[src/rtl/clint_mmio.sv]
// clint_mmio: word-addressed MMIO slave in front of the machine timer.
// Mirrors mtimecmp for readback, drives the timer's compare load port,
// snapshots mtime high on a low-word read for coherent 64-bit reads,
// and holds msip.
// Optional feature macro: CLINT_MSIP_EN (makes offset 0x00 a writable msip bit).
module clint_mmio #(
  parameter int unsigned ADDR_W  = 5,
  parameter logic [63:0] CMP_RST = 64'hFFFF_FFFF_FFFF_FFFF
) (
  input  logic              CLK,
  input  logic              RST,
  input  logic              bus_req,
  input  logic              bus_we,
  input  logic [ADDR_W-1:0] bus_addr,
  input  logic [31:0]       bus_wdata,
  output logic [31:0]       bus_rdata,
  output logic              bus_ack,
  output logic              bus_err,
  input  logic [31:0]       mtime_h,
  input  logic [31:0]       mtime_l,
  output logic [31:0]       mtimecmp_in,
  output logic [1:0]        mtimecmp_set,
  output logic              msip
);

  localparam logic [ADDR_W-1:0] A_MSIP   = ADDR_W'(32'h00);
  localparam logic [ADDR_W-1:0] A_CMP_LO = ADDR_W'(32'h04);
  localparam logic [ADDR_W-1:0] A_CMP_HI = ADDR_W'(32'h08);
  localparam logic [ADDR_W-1:0] A_MT_LO  = ADDR_W'(32'h0C);
  localparam logic [ADDR_W-1:0] A_MT_HI  = ADDR_W'(32'h10);

  typedef enum logic {
    ST_IDLE = 1'b0,
    ST_RESP = 1'b1
  } state_e;

  state_e      state_q;
  logic [31:0] rdata_q;
  logic        ack_q;
  logic        err_q;
  logic [31:0] cmp_in_q;
  logic [1:0]  cmp_set_q;
  logic [63:0] mirror_q;
  logic [31:0] snap_q;

  logic        sel_msip;
  logic        sel_cmp_lo;
  logic        sel_cmp_hi;
  logic        sel_mt_lo;
  logic        sel_mt_hi;
  logic        err_d;
  logic [31:0] rdata_d;

  // Address decode and read-data mux for the access currently on the bus
  always_comb begin
    sel_msip   = 1'b0;
    sel_cmp_lo = 1'b0;
    sel_cmp_hi = 1'b0;
    sel_mt_lo  = 1'b0;
    sel_mt_hi  = 1'b0;
    rdata_d    = 32'h0;
    case (bus_addr)
      A_MSIP:   sel_msip   = 1'b1;
      A_CMP_LO: sel_cmp_lo = 1'b1;
      A_CMP_HI: sel_cmp_hi = 1'b1;
      A_MT_LO:  sel_mt_lo  = 1'b1;
      A_MT_HI:  sel_mt_hi  = 1'b1;
      default:  ;
    endcase
    // mtime words are read-only; a write to them is an error like an unmapped hit
    err_d = !(sel_msip || sel_cmp_lo || sel_cmp_hi || (!bus_we && (sel_mt_lo || sel_mt_hi)));
    if (sel_msip)   rdata_d = {31'b0, msip};
    if (sel_cmp_lo) rdata_d = mirror_q[31:0];
    if (sel_cmp_hi) rdata_d = mirror_q[63:32];
    if (sel_mt_lo)  rdata_d = mtime_l;
    if (sel_mt_hi)  rdata_d = snap_q;
  end

`ifdef CLINT_MSIP_EN
  logic msip_q;

  // Software interrupt bit, written only through an accepted 0x00 write
  always_ff @(posedge CLK or posedge RST) begin
    if (RST) begin
      msip_q <= 1'b0;
    end else if (state_q == ST_IDLE && bus_req && bus_we && sel_msip) begin
      msip_q <= bus_wdata[0];
    end
  end

  assign msip = msip_q;
`else
  assign msip = 1'b0;
`endif

  // Two-state access FSM: accept in IDLE, respond for exactly one cycle in RESP
  always_ff @(posedge CLK or posedge RST) begin
    if (RST) begin
      state_q   <= ST_IDLE;
      rdata_q   <= 32'h0;
      ack_q     <= 1'b0;
      err_q     <= 1'b0;
      cmp_in_q  <= 32'h0;
      cmp_set_q <= 2'b00;
      mirror_q  <= CMP_RST;
      snap_q    <= 32'h0;
    end else begin
      case (state_q)
        ST_IDLE: begin
          ack_q     <= 1'b0;
          err_q     <= 1'b0;
          rdata_q   <= 32'h0;
          cmp_set_q <= 2'b00;
          if (bus_req) begin
            state_q <= ST_RESP;
            ack_q   <= 1'b1;
            err_q   <= err_d;
            if (!err_d) begin
              if (bus_we) begin
                if (sel_cmp_lo) begin
                  cmp_in_q        <= bus_wdata;
                  cmp_set_q       <= 2'b01;
                  mirror_q[31:0]  <= bus_wdata;
                end
                if (sel_cmp_hi) begin
                  cmp_in_q        <= bus_wdata;
                  cmp_set_q       <= 2'b10;
                  mirror_q[63:32] <= bus_wdata;
                end
              end else begin
                rdata_q <= rdata_d;
                // Freeze the high word alongside the low-word read
                if (sel_mt_lo) snap_q <= mtime_h;
              end
            end
          end
        end
        ST_RESP: begin
          state_q   <= ST_IDLE;
          ack_q     <= 1'b0;
          err_q     <= 1'b0;
          rdata_q   <= 32'h0;
          cmp_set_q <= 2'b00;
        end
      endcase
    end
  end

  assign bus_rdata    = rdata_q;
  assign bus_ack      = ack_q;
  assign bus_err      = err_q;
  assign mtimecmp_in  = cmp_in_q;
  assign mtimecmp_set = cmp_set_q;

endmodule
[config.mk]
export PLATFORM = sky130hd
export DESIGN_NAME = clint_mmio
export DESIGN_NICKNAME = d
export VERILOG_FILES = /design/src/rtl/clint_mmio.sv
export SDC_FILE = /design/constraint.sdc
export NUM_CORES = 1
export LEC_CHECK = 0
export BUFFER_PORTS_ARGS = -buffer_cell sky130_fd_sc_hd__buf_2
export CORE_MARGIN = 2
export CORE_UTILIZATION = 53
export CTS_BUF_LIST = sky130_fd_sc_hd__clkbuf_4 sky130_fd_sc_hd__clkbuf_8 sky130_fd_sc_hd__clkbuf_16
export CTS_CLUSTER_SIZE = 14
export DETAILED_ROUTE_END_ITERATION = 10
export PLACE_DENSITY = 0.81
export SLEW_MARGIN = 10
export SYNTH_ARGS = -nofsm -noshare
export SYNTH_HDL_FRONTEND = slang
export SYNTH_SLANG_ARGS = --single-unit
export TNS_END_PERCENT = 10
[constraint.sdc]
create_clock -name CLK -period 5.8 [get_ports CLK]
set_input_delay 0 -clock CLK [delete_from_list [all_inputs] [get_ports CLK]]
set_output_delay 0 -clock CLK [all_outputs]
set_load 0.02 [all_outputs]
== After elaboration in Yosys (flattened, before gate mapping) ==
Cells that the tools add are included.

* Register bits after elaboration: 164
* Output and inout port bits: 69
* Word-level logic and storage cells: 52

* Bitwise gates (word level): 2
* Equality and inequality tests: 4
* Mux-type cells: 25
* Reductions and logical operators: 13

{| class="wikitable"
|+ Operators with widths
! cell !! number
|-
| $mux W32 || 9
|-
| $pmux W32 S2 || 1
|-
| $reduce_and A5 Y1 || 4
|-
| $eq A5 B4 Y1 const B || 2
|-
| $mux W1 || 8
|-
| $mux W2 || 4
|-
| $eq A5 B3 Y1 const B || 1
|-
| $eq A5 B5 Y1 const B || 1
|-
| $logic_not A5 Y1 || 1
|-
| $logic_or A1 B1 Y1 || 4
|-
| $pmux W1 S2 || 2
|-
| $pmux W2 S2 || 1
|-
| $logic_not A1 Y1 || 2
|-
| $not A1 Y1 || 2
|-
| $reduce_bool A2 Y1 || 1
|-
| $logic_and A1 B1 Y1 || 1
|}

== Depth between registers and ports, before layout ==
* Word-level depth: 10
* Mapped depth: 6
* Mapped depth without buffers: 3

== Least setup slack after synthesis ==
Ideal clock, no wire load.

* Path kind: flip-flop to flip-flop
* Start point: register, netlist name bus_ack
* End point: register cmp_in_q[0], in the netlist mtimecmp_in[0]
* Setup time: 0.125 ns
* Data required time: 5.675 ns
* Stages on the path, launching flop included: 5
* Arrival time: 1.558 ns
* Path buffers: 1
* Path slack: 4.117 ns
* Cell sequence: dfrtp_1 nor4b_4 nand3_1 buf_2 mux2_2

{| class="wikitable"
|+ RTL lines
! item !! RTL line !! text
|-
| end signal: assignment || 121 || <nowiki>cmp_in_q <= bus_wdata;</nowiki>
|-
| end signal: assignment || 126 || <nowiki>cmp_in_q <= bus_wdata;</nowiki>
|-
| end: declaration || 41 || <nowiki>logic [31:0] cmp_in_q;</nowiki>
|}

==> impl_metrics.env <==
export IMPL_status="complete, no violations"
export IMPL_design_area_mm2=0.00949
export IMPL_fin_nets=869
export IMPL_cts_buffer_depth=2
export IMPL_cts_max_level=4
export IMPL_core_area_mm2=0.0131
export IMPL_hold_path_class="input port to flip-flop"
export IMPL_fin_crit_ps=2560
export IMPL_fin_ws_ps=3240
export IMPL_maxCapViolations=0
export IMPL_grt_max_degree=88
export IMPL_min_from="mtime_l[19]"
export IMPL_synth_cell_types=33
export IMPL_syn2layout_area_growth_pct=35.1
export IMPL_syn_avg_cell_area_um2=13.6
export IMPL_tritoncts="done"
export IMPL_synth_warnings=0
export IMPL_wl_met3_um=1020
export IMPL_slew_violations=0
export IMPL_placed_cell_area_mm2=0.00801
export IMPL_dp_final_hpwl_um=11200
export IMPL_seqCellArea_mm2=0.00418
export IMPL_wl_per_cell_um=19.4
export IMPL_rsz0062_at_grt="false"
export IMPL_dr_first_iter_drc_count=341
export IMPL_end_kind="flip-flop"
export IMPL_via_per_inst=5.53
export IMPL_rrSetupSlack_ps=3240
export IMPL_root_buffer="clkbuf_16"
export IMPL_die_y_um=119
export IMPL_worst_pin_slew_ps=1180
export IMPL_cp_start_kind="flip-flop"
export IMPL_reg2reg_depth=3
export IMPL_postCtsHoldBufs=90
export IMPL_syn_cell_area_mm2=0.00702
export IMPL_first_pass_iters=4
export IMPL_setup_violations=0
export IMPL_place_ws_ps=3090
export IMPL_clock_latency_ps=430
export IMPL_holdPathEnd="bus_rdata[19]$_DFF_PP0_"
export IMPL_grt_total_usage_pct=27.0
export IMPL_hold_depth=3
export IMPL_vdd_ir_drop_worst_mv=0.203
export IMPL_cpMaxStageDelayCell="nand3_2"
export IMPL_routed_top_layer="met4"
export IMPL_max_stage_delay_ps=870
export IMPL_p_per_area_mw_per_mm2=300
export IMPL_mappedNetlistNets=620
export IMPL_synth_seq_cells=164
export IMPL_numCtsBuffers=17
export IMPL_ctsResizeCount=0
export IMPL_layout_worst_path_cycle_share_pct=44.1
export IMPL_path_cells="nor4b_4 -> nand3_2 -> mux2_2"
export IMPL_overflow=0
export IMPL_grt_pass1_wl_um=29300
export IMPL_io_pin_count=174
export IMPL_finalNonFillerCells=954
export IMPL_final_layout_size_suffix_gt1_share_pct=57.0
export IMPL_first_global_vias=5529
export IMPL_critPathArrivalTime_ps=2860
export IMPL_dp_cells=831
export IMPL_power_uw=2840
export IMPL_rows=42
export IMPL_fp_dieW_um=119
export IMPL_fin_worst_skew_ps=8.10
export IMPL_cts_setup_buffers=0
export IMPL_wl_met2_um=9010
export IMPL_vias=5275
export IMPL_dieArea_mm2=0.0142
export IMPL_initial_core_util_pct=53.7
export IMPL_reg2reg_from="bus_ack$_DFF_PP0_"
export IMPL_slew_headroom_pct=21.6
export IMPL_fmax_mhz=391
export IMPL_syn_inst=515
export IMPL_crit_type="flip-flop to flip-flop"
export IMPL_cp_required_ps=6100
export IMPL_yosysSeqAreaShare_pct=59.6
export IMPL_wl_um=18500
export IMPL_fill_cells=828
export IMPL_wl_met1_um=7610
export IMPL_post_route_drc_count=0
export IMPL_clock_sinks=164
export IMPL_numPortBuffers=172
export IMPL_r2r_end="mtimecmp_in[9]$_DFFE_PP0P_"
export IMPL_gp_congestion=0.877
export IMPL_setup_tns_ps=0
export IMPL_postRouteAntennaNets=0
export IMPL_leakage_uw=0.00467
export IMPL_multi_input_area_mm2=0.00267
export IMPL_cp_max_fo=32
export IMPL_antenna_found_initial=1
export IMPL_clkTransAtPathRegs_ps=60
export IMPL_finalHoldViolCount=0
-- power breakdown --
group	switching (uW)	internal, uW
Clock	425	655
Sequential	58.2	1290
Combinational	203	208
Total	686	2160
-- cells in the mapped netlist --
cell type,number,area share (%)
a21oi_1,31,2.2
nor3b_2,1,0.18
conb_1,1,0.053
clkbuf_1,17,0.91
and2_1,1,0.089
xor2_1,1,0.12
a21boi_0,1,0.11
and3_1,1,0.089
inv_1,4,0.21
nor3_2,1,0.14
or2_2,30,2.7
nor4b_4,1,0.34
a211oi_1,2,0.21
nand2_1,2,0.11
o21ai_0,1,0.071
mux2i_1,1,0.14
buf_2,16,1.1
dfrtp_1,100,36
o2111ai_1,30,3.7
nor3b_1,1,0.11
nor2b_1,2,0.18
o221a_2,1,0.16
o2bb2ai_1,1,0.12
buf_4,1,0.11
nand4_1,1,0.089
dfstp_2,64,24
mux2_2,128,21
a21o_1,31,3.3
nand4b_2,2,0.43
nor2_1,1,0.053
buf_1,6,0.32
o211ai_1,1,0.11
nand3_1,33,2.4
-- placed cells by master (no fill, tap or decap), types with 3 or more instances in the layout --
| cell | count |
|---|---|
| or2_2 | 30 |
| nand3_1 | 32 |
| clkbuf_16 | 17 |
| buf_2 | 172 |
| a21oi_1 | 31 |
| inv_1 | 3 |
| o2111ai_1 | 30 |
| clkbuf_8 | 3 |
| a21o_1 | 31 |
| buf_4 | 8 |
| dfstp_2 | 64 |
| dfrtp_1 | 100 |
| clkinv_2 | 4 |
| clkbuf_4 | 7 |
| mux2_2 | 128 |
| dlygate4sd3_1 | 90 |
-- cell type report --
class / instances / area share, %
flip-flops and latches: 164 / 44.1
diodes: 1 / 0.0264
clock inverters: 5 / 0.528
repair buffers: 270 / 19.2
multi-input cells: 307 / 28.1
clock buffers: 27 / 5.47
well taps: 176 / 2.32
inverters: 4 / 0.211
-- critical path: cells and delay by family (launching register included) --
family / cells / cell delay [ps]
multiplexers: 1 / 620
flip-flops: 1 / 430
AND/OR/NAND/NOR: 2 / 1380
-- registers in the layout (all words and copies together) (netlist names) --
register and flops:
mtimecmp_set 2, mirror_q 64, bus_rdata 32, bus_ack 1, snap_q 32, bus_err 1
mtimecmp_in 32
-- metrics by stage --
step	utilization, %	hold slack [ps]
floorplan	-	150
global placement	61.2	178
detailed placement	61.2	199
CTS	72.5	6.12
global route	72.5	25.4
finish	72.5	12.7
-- worst max path at each step --
| stage | startpoint | end | slack (ps) | cells past startpoint |
|---|---|---|---|---|
| after floorplan | RST | bus_ack$_DFF_PP0_ | 1470 | 1 |
| after global placement | bus_addr[2] | bus_rdata[6]$_DFF_PP0_ | 3200 | 4 |
| after detailed placement | bus_addr[2] | bus_rdata[26]$_DFF_PP0_ | 3090 | 4 |
| after CTS | bus_ack$_DFF_PP0_ | mtimecmp_in[20]$_DFFE_PP0P_ | 3280 | 3 |
| after global routing | bus_ack$_DFF_PP0_ | mtimecmp_in[9]$_DFFE_PP0P_ | 3110 | 3 |
| final | bus_ack$_DFF_PP0_ | mtimecmp_in[9]$_DFFE_PP0P_ | 3240 | 3 |
-- layer usage --
layer,GRT usage [%],vias to the layer above
li1,-,2376
met1,33.6,2604
met2,44.0,228
met3,5.32,67
met4,15.3,0
met5,0,-
-- cells by family after synthesis --
family / count (synthesis) / synth area share [%]
xor gates and xnor gates: 1 / 0.125
other: 1 / 0.0534
muxes: 129 / 20.7
DFF: 164 / 59.6
AOI/OAI and AO/OA: 99 / 10.0
buffers and inverters: 44 / 2.69
and+or+nand+nor: 77 / 6.82
Power figures use the tool's default switching activity.
